[src/rtl/icache_refill_if.sv]
// ----------------------------------------------------------------------------
// icache_refill_if
// Wishbone B4 classic/burst read port used by the instruction-cache refill
// engine.
//   master : refill engine side (drives cyc/stb/adr/cti/..., receives
//            ack/err/rty and read data)
//   slave  : memory side
// ----------------------------------------------------------------------------
interface icache_refill_if;
    logic        wb_cyc_o;
    logic        wb_stb_o;
    logic        wb_we_o;
    logic [31:0] wb_adr_o;
    logic [1:0]  wb_bte_o;
    logic [2:0]  wb_cti_o;
    logic [3:0]  wb_sel_o;
    logic [31:0] wb_dat_o;
    logic        wb_ack_i;
    logic        wb_err_i;
    logic        wb_rty_i;
    logic [31:0] wb_dat_i;

    modport master (
        output wb_cyc_o, wb_stb_o, wb_we_o, wb_adr_o, wb_bte_o, wb_cti_o,
               wb_sel_o, wb_dat_o,
        input  wb_ack_i, wb_err_i, wb_rty_i, wb_dat_i
    );

    modport slave (
        input  wb_cyc_o, wb_stb_o, wb_we_o, wb_adr_o, wb_bte_o, wb_cti_o,
               wb_sel_o, wb_dat_o,
        output wb_ack_i, wb_err_i, wb_rty_i, wb_dat_i
    );
endinterface

[src/rtl/icache_refill.sv]
// ----------------------------------------------------------------------------
// icache_refill
// Line-refill engine for the instruction cache. On a miss it fetches one
// 32-byte line over a Wishbone incrementing burst, assembles the 256-bit
// line, presents it with a one-cycle write strobe and keeps the fetch
// pipeline frozen until the cache's two-cycle write has finished.
//
// Ports
//   clk        : system clock, rising edge
//   rst_n      : asynchronous reset, active HIGH despite the name
//   miss_req   : cache miss, sampled only while idle
//   miss_addr  : fetch address, bits [4:0] ignored
//   wr_data    : assembled line, word k at [32k+31:32k]
//   we         : one-cycle line write strobe
//   freeze     : pipeline stall while a refill is in progress
//   refill_err : one-cycle pulse when a refill is aborted
//   wb         : Wishbone master port (icache_refill_if.master)
//
// Optional feature: define ICACHE_REFILL_TIMEOUT_EN to abort a burst after
// TIMEOUT_CYCLES consecutive cycles without any slave termination.
//
// State      | meaning
// -----------+---------------------------------------------------------
// S_IDLE     | waiting for miss_req
// S_BURST    | beat cnt issued on the bus (cyc=stb=1)
// S_RETRY    | one-cycle stb gap after wb_rty_i, then re-issue same beat
// S_WRITE    | line presented, we=1
// S_SETTLE   | cache completing the way write, freeze still high
// ----------------------------------------------------------------------------
module icache_refill #(
    parameter int LINE_WORDS     = 8,
    parameter int TIMEOUT_CYCLES = 255
) (
    input  logic                     clk,
    input  logic                     rst_n,
    input  logic                     miss_req,
    input  logic [31:0]              miss_addr,
    output logic [LINE_WORDS*32-1:0] wr_data,
    output logic                     we,
    output logic                     freeze,
    output logic                     refill_err,
    icache_refill_if.master          wb
);
    localparam int            CW   = $clog2(LINE_WORDS);
    localparam logic [CW-1:0] LAST = CW'(LINE_WORDS - 1);

    typedef enum logic [2:0] {
        S_IDLE,
        S_BURST,
        S_RETRY,
        S_WRITE,
        S_SETTLE
    } state_t;

    state_t                            state_q, state_d;
    logic [CW-1:0]                     cnt_q, cnt_d;
    logic [31:0]                       base_q, base_d;
    logic [LINE_WORDS-1:0][31:0]       line_q, line_d;
    logic                              we_q, we_d;
    logic                              freeze_q, freeze_d;
    logic                              err_q, err_d;
    logic                              cyc_q, cyc_d;
    logic                              stb_q, stb_d;
    logic [31:0]                       adr_q, adr_d;
    logic [2:0]                        cti_q, cti_d;
    logic                              tmo_hit;

`ifdef ICACHE_REFILL_TIMEOUT_EN
    localparam int TW = ($clog2(TIMEOUT_CYCLES + 1) > 8) ? $clog2(TIMEOUT_CYCLES + 1) : 8;

    logic [TW-1:0] tmo_q, tmo_d;
    logic          busy, any_term;

    // Counts consecutive bus cycles without any termination; a RETRY cycle
    // never carries a response so it counts too.
    always_comb begin
        busy     = (state_q == S_BURST) || (state_q == S_RETRY);
        any_term = (state_q == S_BURST) && (wb.wb_ack_i || wb.wb_err_i || wb.wb_rty_i);
        tmo_d    = '0;
        tmo_hit  = 1'b0;
        if (busy && !any_term) begin
            if (tmo_q == TW'(TIMEOUT_CYCLES - 1)) begin
                tmo_hit = 1'b1;
            end else begin
                tmo_d = tmo_q + TW'(1);
            end
        end
    end

    always_ff @(posedge clk or posedge rst_n) begin
        if (rst_n) begin
            tmo_q <= '0;
        end else begin
            tmo_q <= tmo_d;
        end
    end
`else
    assign tmo_hit = 1'b0;
`endif

    always_comb begin
        state_d = state_q;
        cnt_d   = cnt_q;
        base_d  = base_q;
        line_d  = line_q;
        err_d   = 1'b0;

        case (state_q)
            S_IDLE: begin
                if (miss_req) begin
                    base_d  = miss_addr & 32'hFFFF_FFE0;
                    cnt_d   = '0;
                    state_d = S_BURST;
                end
            end
            S_BURST: begin
                // err beats ack beats rty; a timeout behaves like err.
                if (wb.wb_err_i || tmo_hit) begin
                    err_d   = 1'b1;
                    state_d = S_IDLE;
                end else if (wb.wb_ack_i) begin
                    line_d[cnt_q] = wb.wb_dat_i;
                    cnt_d         = cnt_q + CW'(1);
                    if (cnt_q == LAST) begin
                        state_d = S_WRITE;
                    end
                end else if (wb.wb_rty_i) begin
                    state_d = S_RETRY;
                end
            end
            S_RETRY: begin
                if (tmo_hit) begin
                    err_d   = 1'b1;
                    state_d = S_IDLE;
                end else begin
                    state_d = S_BURST;
                end
            end
            S_WRITE:  state_d = S_SETTLE;
            S_SETTLE: state_d = S_IDLE;
            default:  state_d = S_IDLE;
        endcase

        // Outputs are registered, so they are derived from the next state.
        we_d     = (state_d == S_WRITE);
        freeze_d = (state_d != S_IDLE);
        cyc_d    = (state_d == S_BURST) || (state_d == S_RETRY);
        stb_d    = (state_d == S_BURST);
        adr_d    = cyc_d ? base_d + {{(30 - CW){1'b0}}, cnt_d, 2'b00} : 32'h0;
        cti_d    = stb_d ? ((cnt_d == LAST) ? 3'b111 : 3'b010) : 3'b000;
    end

    always_ff @(posedge clk or posedge rst_n) begin
        if (rst_n) begin
            state_q  <= S_IDLE;
            cnt_q    <= '0;
            base_q   <= '0;
            line_q   <= '0;
            we_q     <= 1'b0;
            freeze_q <= 1'b0;
            err_q    <= 1'b0;
            cyc_q    <= 1'b0;
            stb_q    <= 1'b0;
            adr_q    <= '0;
            cti_q    <= '0;
        end else begin
            state_q  <= state_d;
            cnt_q    <= cnt_d;
            base_q   <= base_d;
            line_q   <= line_d;
            we_q     <= we_d;
            freeze_q <= freeze_d;
            err_q    <= err_d;
            cyc_q    <= cyc_d;
            stb_q    <= stb_d;
            adr_q    <= adr_d;
            cti_q    <= cti_d;
        end
    end

    assign wr_data     = line_q;
    assign we          = we_q;
    assign freeze      = freeze_q;
    assign refill_err  = err_q;

    assign wb.wb_cyc_o = cyc_q;
    assign wb.wb_stb_o = stb_q;
    assign wb.wb_adr_o = adr_q;
    assign wb.wb_cti_o = cti_q;
    assign wb.wb_we_o  = 1'b0;
    assign wb.wb_bte_o = 2'b00;
    assign wb.wb_sel_o = 4'hF;
    assign wb.wb_dat_o = 32'h0;
endmodule

[src/flat_wrapper.sv]
// flat-port wrapper written by rule: the top's interface ports become plain ports
module icache_refill_flat 
#(
    parameter int LINE_WORDS     = 8,
    parameter int TIMEOUT_CYCLES = 255
)
  (clk, rst_n, miss_req, miss_addr, wr_data, we, freeze, refill_err, wb_wb_cyc_o, wb_wb_stb_o, wb_wb_we_o, wb_wb_adr_o, wb_wb_bte_o, wb_wb_cti_o, wb_wb_sel_o, wb_wb_dat_o, wb_wb_ack_i, wb_wb_err_i, wb_wb_rty_i, wb_wb_dat_i);
  icache_refill_if wb_i ();
  input  logic clk;
  input  logic rst_n;
  input  logic miss_req;
  input  logic [31:0] miss_addr;
  output logic [LINE_WORDS*32-1:0] wr_data;
  output logic we;
  output logic freeze;
  output logic refill_err;
  output wire logic [$bits(wb_i.wb_cyc_o)-1:0] wb_wb_cyc_o;
  output wire logic [$bits(wb_i.wb_stb_o)-1:0] wb_wb_stb_o;
  output wire logic [$bits(wb_i.wb_we_o)-1:0] wb_wb_we_o;
  output wire logic [$bits(wb_i.wb_adr_o)-1:0] wb_wb_adr_o;
  output wire logic [$bits(wb_i.wb_bte_o)-1:0] wb_wb_bte_o;
  output wire logic [$bits(wb_i.wb_cti_o)-1:0] wb_wb_cti_o;
  output wire logic [$bits(wb_i.wb_sel_o)-1:0] wb_wb_sel_o;
  output wire logic [$bits(wb_i.wb_dat_o)-1:0] wb_wb_dat_o;
  input wire logic [$bits(wb_i.wb_ack_i)-1:0] wb_wb_ack_i;
  input wire logic [$bits(wb_i.wb_err_i)-1:0] wb_wb_err_i;
  input wire logic [$bits(wb_i.wb_rty_i)-1:0] wb_wb_rty_i;
  input wire logic [$bits(wb_i.wb_dat_i)-1:0] wb_wb_dat_i;
  assign wb_wb_cyc_o = wb_i.wb_cyc_o;
  assign wb_wb_stb_o = wb_i.wb_stb_o;
  assign wb_wb_we_o = wb_i.wb_we_o;
  assign wb_wb_adr_o = wb_i.wb_adr_o;
  assign wb_wb_bte_o = wb_i.wb_bte_o;
  assign wb_wb_cti_o = wb_i.wb_cti_o;
  assign wb_wb_sel_o = wb_i.wb_sel_o;
  assign wb_wb_dat_o = wb_i.wb_dat_o;
  assign wb_i.wb_ack_i = wb_wb_ack_i;
  assign wb_i.wb_err_i = wb_wb_err_i;
  assign wb_i.wb_rty_i = wb_wb_rty_i;
  assign wb_i.wb_dat_i = wb_wb_dat_i;
  icache_refill #(.LINE_WORDS(LINE_WORDS), .TIMEOUT_CYCLES(TIMEOUT_CYCLES)) u_core (.clk(clk), .rst_n(rst_n), .miss_req(miss_req), .miss_addr(miss_addr), .wr_data(wr_data), .we(we), .freeze(freeze), .refill_err(refill_err), .wb(wb_i));
endmodule
[config.mk]
export PLATFORM = sky130hd
export DESIGN_NAME = icache_refill_flat
export DESIGN_NICKNAME = d
export VERILOG_FILES = /design/src/rtl/icache_refill_if.sv /design/src/rtl/icache_refill.sv /design/src/flat_wrapper.sv
export SDC_FILE = /design/constraint.sdc
export NUM_CORES = 1
export LEC_CHECK = 0
export BUFFER_PORTS_ARGS = -buffer_cell sky130_fd_sc_hd__buf_2
export CAP_MARGIN = 40
export CORE_MARGIN = 2
export CORE_UTILIZATION = 56
export CTS_CLUSTER_DIAMETER = 120
export DETAILED_ROUTE_END_ITERATION = 10
export PLACE_DENSITY = 0.86
export RECOVER_POWER = 25
export SYNTH_ARGS = -nofsm -noshare
export SYNTH_HDL_FRONTEND = slang
export SYNTH_SLANG_ARGS = --single-unit
[constraint.sdc]
create_clock -name clk -period 27.3 [get_ports clk]
set_clock_uncertainty 0.2 [all_clocks]
set_input_delay 5.46 -clock clk [delete_from_list [all_inputs] [get_ports clk]]
set_output_delay 5.46 -clock clk [all_outputs]
set_load 0.005 [all_outputs]
==> flow_metrics.py <==
metrics = {
    "status": {
        "status": "finished with violations",
        "violations": "capacitance limit, slew limit",
    },
    "layout": {
        "fin_area_um2": 16700,
        "n_antenna_cell": 0,
        "final_core_util_pct": 70.6,
        "area_growth_syn_to_layout_pct": 23.2,
        "nets": 1420,
        "drive_above_1_share_pct": 51.0,
        "fin_cells": 1685,
    },
    "clock_tree": {
        "cts_tree": "built",
        "clk_path_buf_depth": 3,
        "h-tree-depth": 2,
        "ctsHoldBuffers": 0,
        "cts.clk_slew.worst_paths_ns": 0.06,
        "cts_buffers": 34,
        "postCtsSetupBuffers": 0,
        "cts_sinks": 332,
        "clk_latency_ns": 0.50,
        "cts-root-buf": "clkbuf_16",
        "post_cts_resized": 0,
    },
    "global_route": {
        "grt.total_usage_pct": 27.4,
        "grt_pass1_wl_mm": 54.8,
        "grt_max_degree": 104,
        "grt_pass1_vias": 9666,
        "overflow": 0,
        "antenna_found_initial": 0,
    },
    "setup_path": {
        "cp-startpoint": "rst_n",
        "r2r_setup_slack_ns": 23.27,
        "cp_slowest_stage_delay_ns": 3.83,
        "crit_arrival_ns": 10.69,
        "cp_cell_sequence": "buf_2 -> clkinvlp_2 -> clkbuf_1",
        "cp_num_buf_inv": 3,
        "cp-endpoint": "u_core.wr_data[234]$_DFFE_PP0P_",
        "worstSetupPathType": "input pin to async pin",
        "required_ns": 26.40,
        "reg2reg_from": "u_core.state_q[2]$_DFF_PP0_",
        "critPathTopFamily": "buffers and inverters",
        "crit_slowest_cell": "clkbuf_1",
        "endpoint_kind": "async pin",
        "worstSetupStartpointType": "input pin",
        "crit_fanout": 103,
        "crit_cells": 3,
        "reg2regPathDepth": 8,
        "r2r-end": "u_core.wb.wb_adr_o[31]$_DFF_PP0_",
    },
    "detailed_routing": {
        "viasPerCell": 5.54,
        "drtIter0Drc": 574,
        "vias": 9340,
        "drc_errors": 0,
        "detail-route-antenna-nets": 0,
        "drt-pass1-iter-count": 5,
        "wire_per_inst_um": 20.8,
        "drt-total-wl_mm": 35.1,
    },
    "logic_synthesis": {
        "seq_area_frac_synth_pct": 61.4,
        "async_reset_ff_share_pct": 100,
        "synth_edf_count": 0,
        "synth.avg_cell_area_um2": 13.8,
        "synth_cell_types": 57,
        "synth-seq-cells": 332,
        "syn-cell-area_um2": 13500,
        "ys.flop_type": "dfrtp_1",
        "yosys_warnings": 0,
        "netlist_instances": 979,
    },
    "floorplanning": {
        "core_area_um2": 23600,
        "die_height_um": 159,
        "rows": 56,
        "initial_core_util_pct": 57.3,
        "die-area_um2": 25400,
        "ios": 405,
        "fp.dieW_um": 159,
    },
    "timing": {
        "maxSlewHeadroom_pct": -260,
        "fin_crit_ns": 11.59,
        "fmax_mhz": 86.3,
        "finalSetupViolations": 0,
        "final_hold_viol_count": 0,
        "worst_pin_slew_ns": 5.39,
        "tns_ns": 0,
        "maxSlewViolCount": 265,
        "finalCritPeriodShare_pct": 42.5,
        "rsz0062_at_grt": "false",
    },
    "worst_hold_path": {
        "min_path_cells": 2,
        "min_path_type": "register to register",
    },
    "placement": {
        "place_congestion": 0.878,
        "dp_cells": 1628,
        "dp_hpwl_mm": 23.5,
        "port_buffers": 360,
        "place_area_um2": 15600,
    },
    "job": {
        "max_cap_viol_count": 4,
    },
    "power": {
        "powerDensity_nw_per_um2": 80.1,
        "vdd_drop_max_mv": 0.0632,
        "power.leakage_nw": 9.22,
    },
}
==> cell usage in the layout, fill, tap and decap left out, types with 4 or more instances in the layout <==
| master | Yosys | final |
|---|---|---|
| nand2_1 | 71 | 70 |
| mux2_2 | 258 | 258 |
| ha_1 | 4 | 4 |
| maj3_1 | 4 | 4 |
| nor4_1 | 6 | 6 |
| nand2b_1 | 4 | 4 |
| mux2i_1 | 11 | 11 |
| dfrtp_1 | 332 | 332 |
| conb_1 | 2 | 39 |
| nor3_1 | 14 | 14 |
| clkbuf_16 | 0 | 35 |
| a31oi_1 | 9 | 9 |
| and3_1 | 7 | 7 |
| xnor2_1 | 5 | 5 |
| clkbuf_1 | 20 | 13 |
| and4_1 | 6 | 6 |
| buf_2 | 6 | 357 |
| inv_1 | 15 | 14 |
| clkbuf_8 | 0 | 9 |
| nand4_1 | 17 | 17 |
| buf_4 | 41 | 9 |
| nand3_1 | 22 | 20 |
| nor2_1 | 21 | 21 |
| a21oi_1 | 15 | 15 |
| nand3b_1 | 4 | 4 |
| o21ai_0 | 8 | 8 |
| and2_0 | 0 | 6 |
| and2_1 | 15 | 9 |
==> worst min-delay path by stage <==
stage,startpoint,endpoint,slack [ns]
final,u_core.base_q[10]$_DFF_PP0_,u_core.base_q[10]$_DFF_PP0_,0.30
after CTS,u_core.base_q[1]$_DFF_PP0_,u_core.base_q[1]$_DFF_PP0_,0.28
after global routing,u_core.wr_data[81]$_DFFE_PP0P_,u_core.wr_data[81]$_DFFE_PP0P_,0.30
after global placement,u_core.base_q[1]$_DFF_PP0_,u_core.base_q[1]$_DFF_PP0_,0.26
after floorplan,u_core.base_q[0]$_DFF_PP0_,u_core.base_q[0]$_DFF_PP0_,0.24
after detailed placement,u_core.base_q[1]$_DFF_PP0_,u_core.base_q[1]$_DFF_PP0_,0.27
==> metrics by stage <==
step	hold slack (ns)	power [mW]	setup slack, ns
floorplan	0.242	0.754	12.44
global placement	0.259	0.860	18.82
detailed placement	0.269	0.878	18.79
CTS	0.283	1.34	19.30
global route	0.304	1.40	14.16
finish	0.298	1.33	15.71
==> worst min-delay path, stage by stage (launching register included) <==
cell and delay, ns:
dfrtp_1 0.34, nand2_1 0.05, nand2_1 0.07
==> cell families (layout without fill, tap and decap cells) <==
logic type,after synthesis,in the layout,share of synthesized area (%)
buffers and inverters,99,449,4.05
other,2,39,0.0555
multiplexers,269,269,22.3
XOR/XNOR,5,5,0.324
AO/OA/AOI/OAI,58,58,2.99
flip-flops,332,332,61.4
adder cells (fa/ha/maj),9,9,0.814
AND/OR/NAND/NOR,205,205,8.07
==> metal layers <==
| layer | up-vias | global-route usage, % | wire length [um] |
|---|---|---|---|
| met1 | 4761 | 34.5 | 13900 |
| met5 | - | 0 | 0 |
| met3 | 63 | 6.28 | 2420 |
| met4 | 0 | 9.17 | 961 |
| li1 | 4126 | - | - |
| met2 | 390 | 47.1 | 17800 |
==> flip-flops by register name (all words and copies together) (netlist names), 2 cells and up <==
signal	cells
u_core.wr_data	256
u_core.wb.wb_adr_o	32
u_core.wb.wb_cti_o	2
u_core.cnt_q	3
u_core.base_q	32
u_core.state_q	3
==> cell usage after synthesis (5+ instances only) <==
| cell | count | area [um2] |
|---|---|---|
| a21oi_1 | 15 | 75.1 |
| a31oi_1 | 9 | 56.3 |
| and2_1 | 15 | 93.8 |
| and3_1 | 7 | 43.8 |
| and4_1 | 6 | 52.6 |
| buf_1 | 14 | 52.6 |
| buf_2 | 6 | 30.0 |
| buf_4 | 41 | 308 |
| clkbuf_1 | 20 | 75.1 |
| dfrtp_1 | 332 | 8310 |
| inv_1 | 15 | 56.3 |
| mux2_2 | 258 | 2910 |
| mux2i_1 | 11 | 110 |
| nand2_1 | 71 | 267 |
| nand3_1 | 22 | 110 |
| nand4_1 | 17 | 106 |
| nor2_1 | 21 | 78.8 |
| nor3_1 | 14 | 70.1 |
| nor4_1 | 6 | 37.5 |
| o21ai_0 | 8 | 40.0 |
| xnor2_1 | 5 | 43.8 |
==> layout make-up <==
type / count / area (um2)
clock buffers: 51 / 1030
multi-input cells: 585 / 4830
fillers: 1540 / 6950
clock inverters: 6 / 87.6
flip-flops and latches: 332 / 8310
well taps: 319 / 399
inverters: 16 / 61.3
repair buffers: 376 / 1950
==> where the power goes <==
group	switching [mW]	total [mW]	internal (mW)
sequential	0.0457	0.625	0.579
combinational	0.127	0.249	0.122
clock	0.183	0.461	0.278
total	0.356	1.33	0.979
No activity file was read; power rests on OpenSTA's default activity.
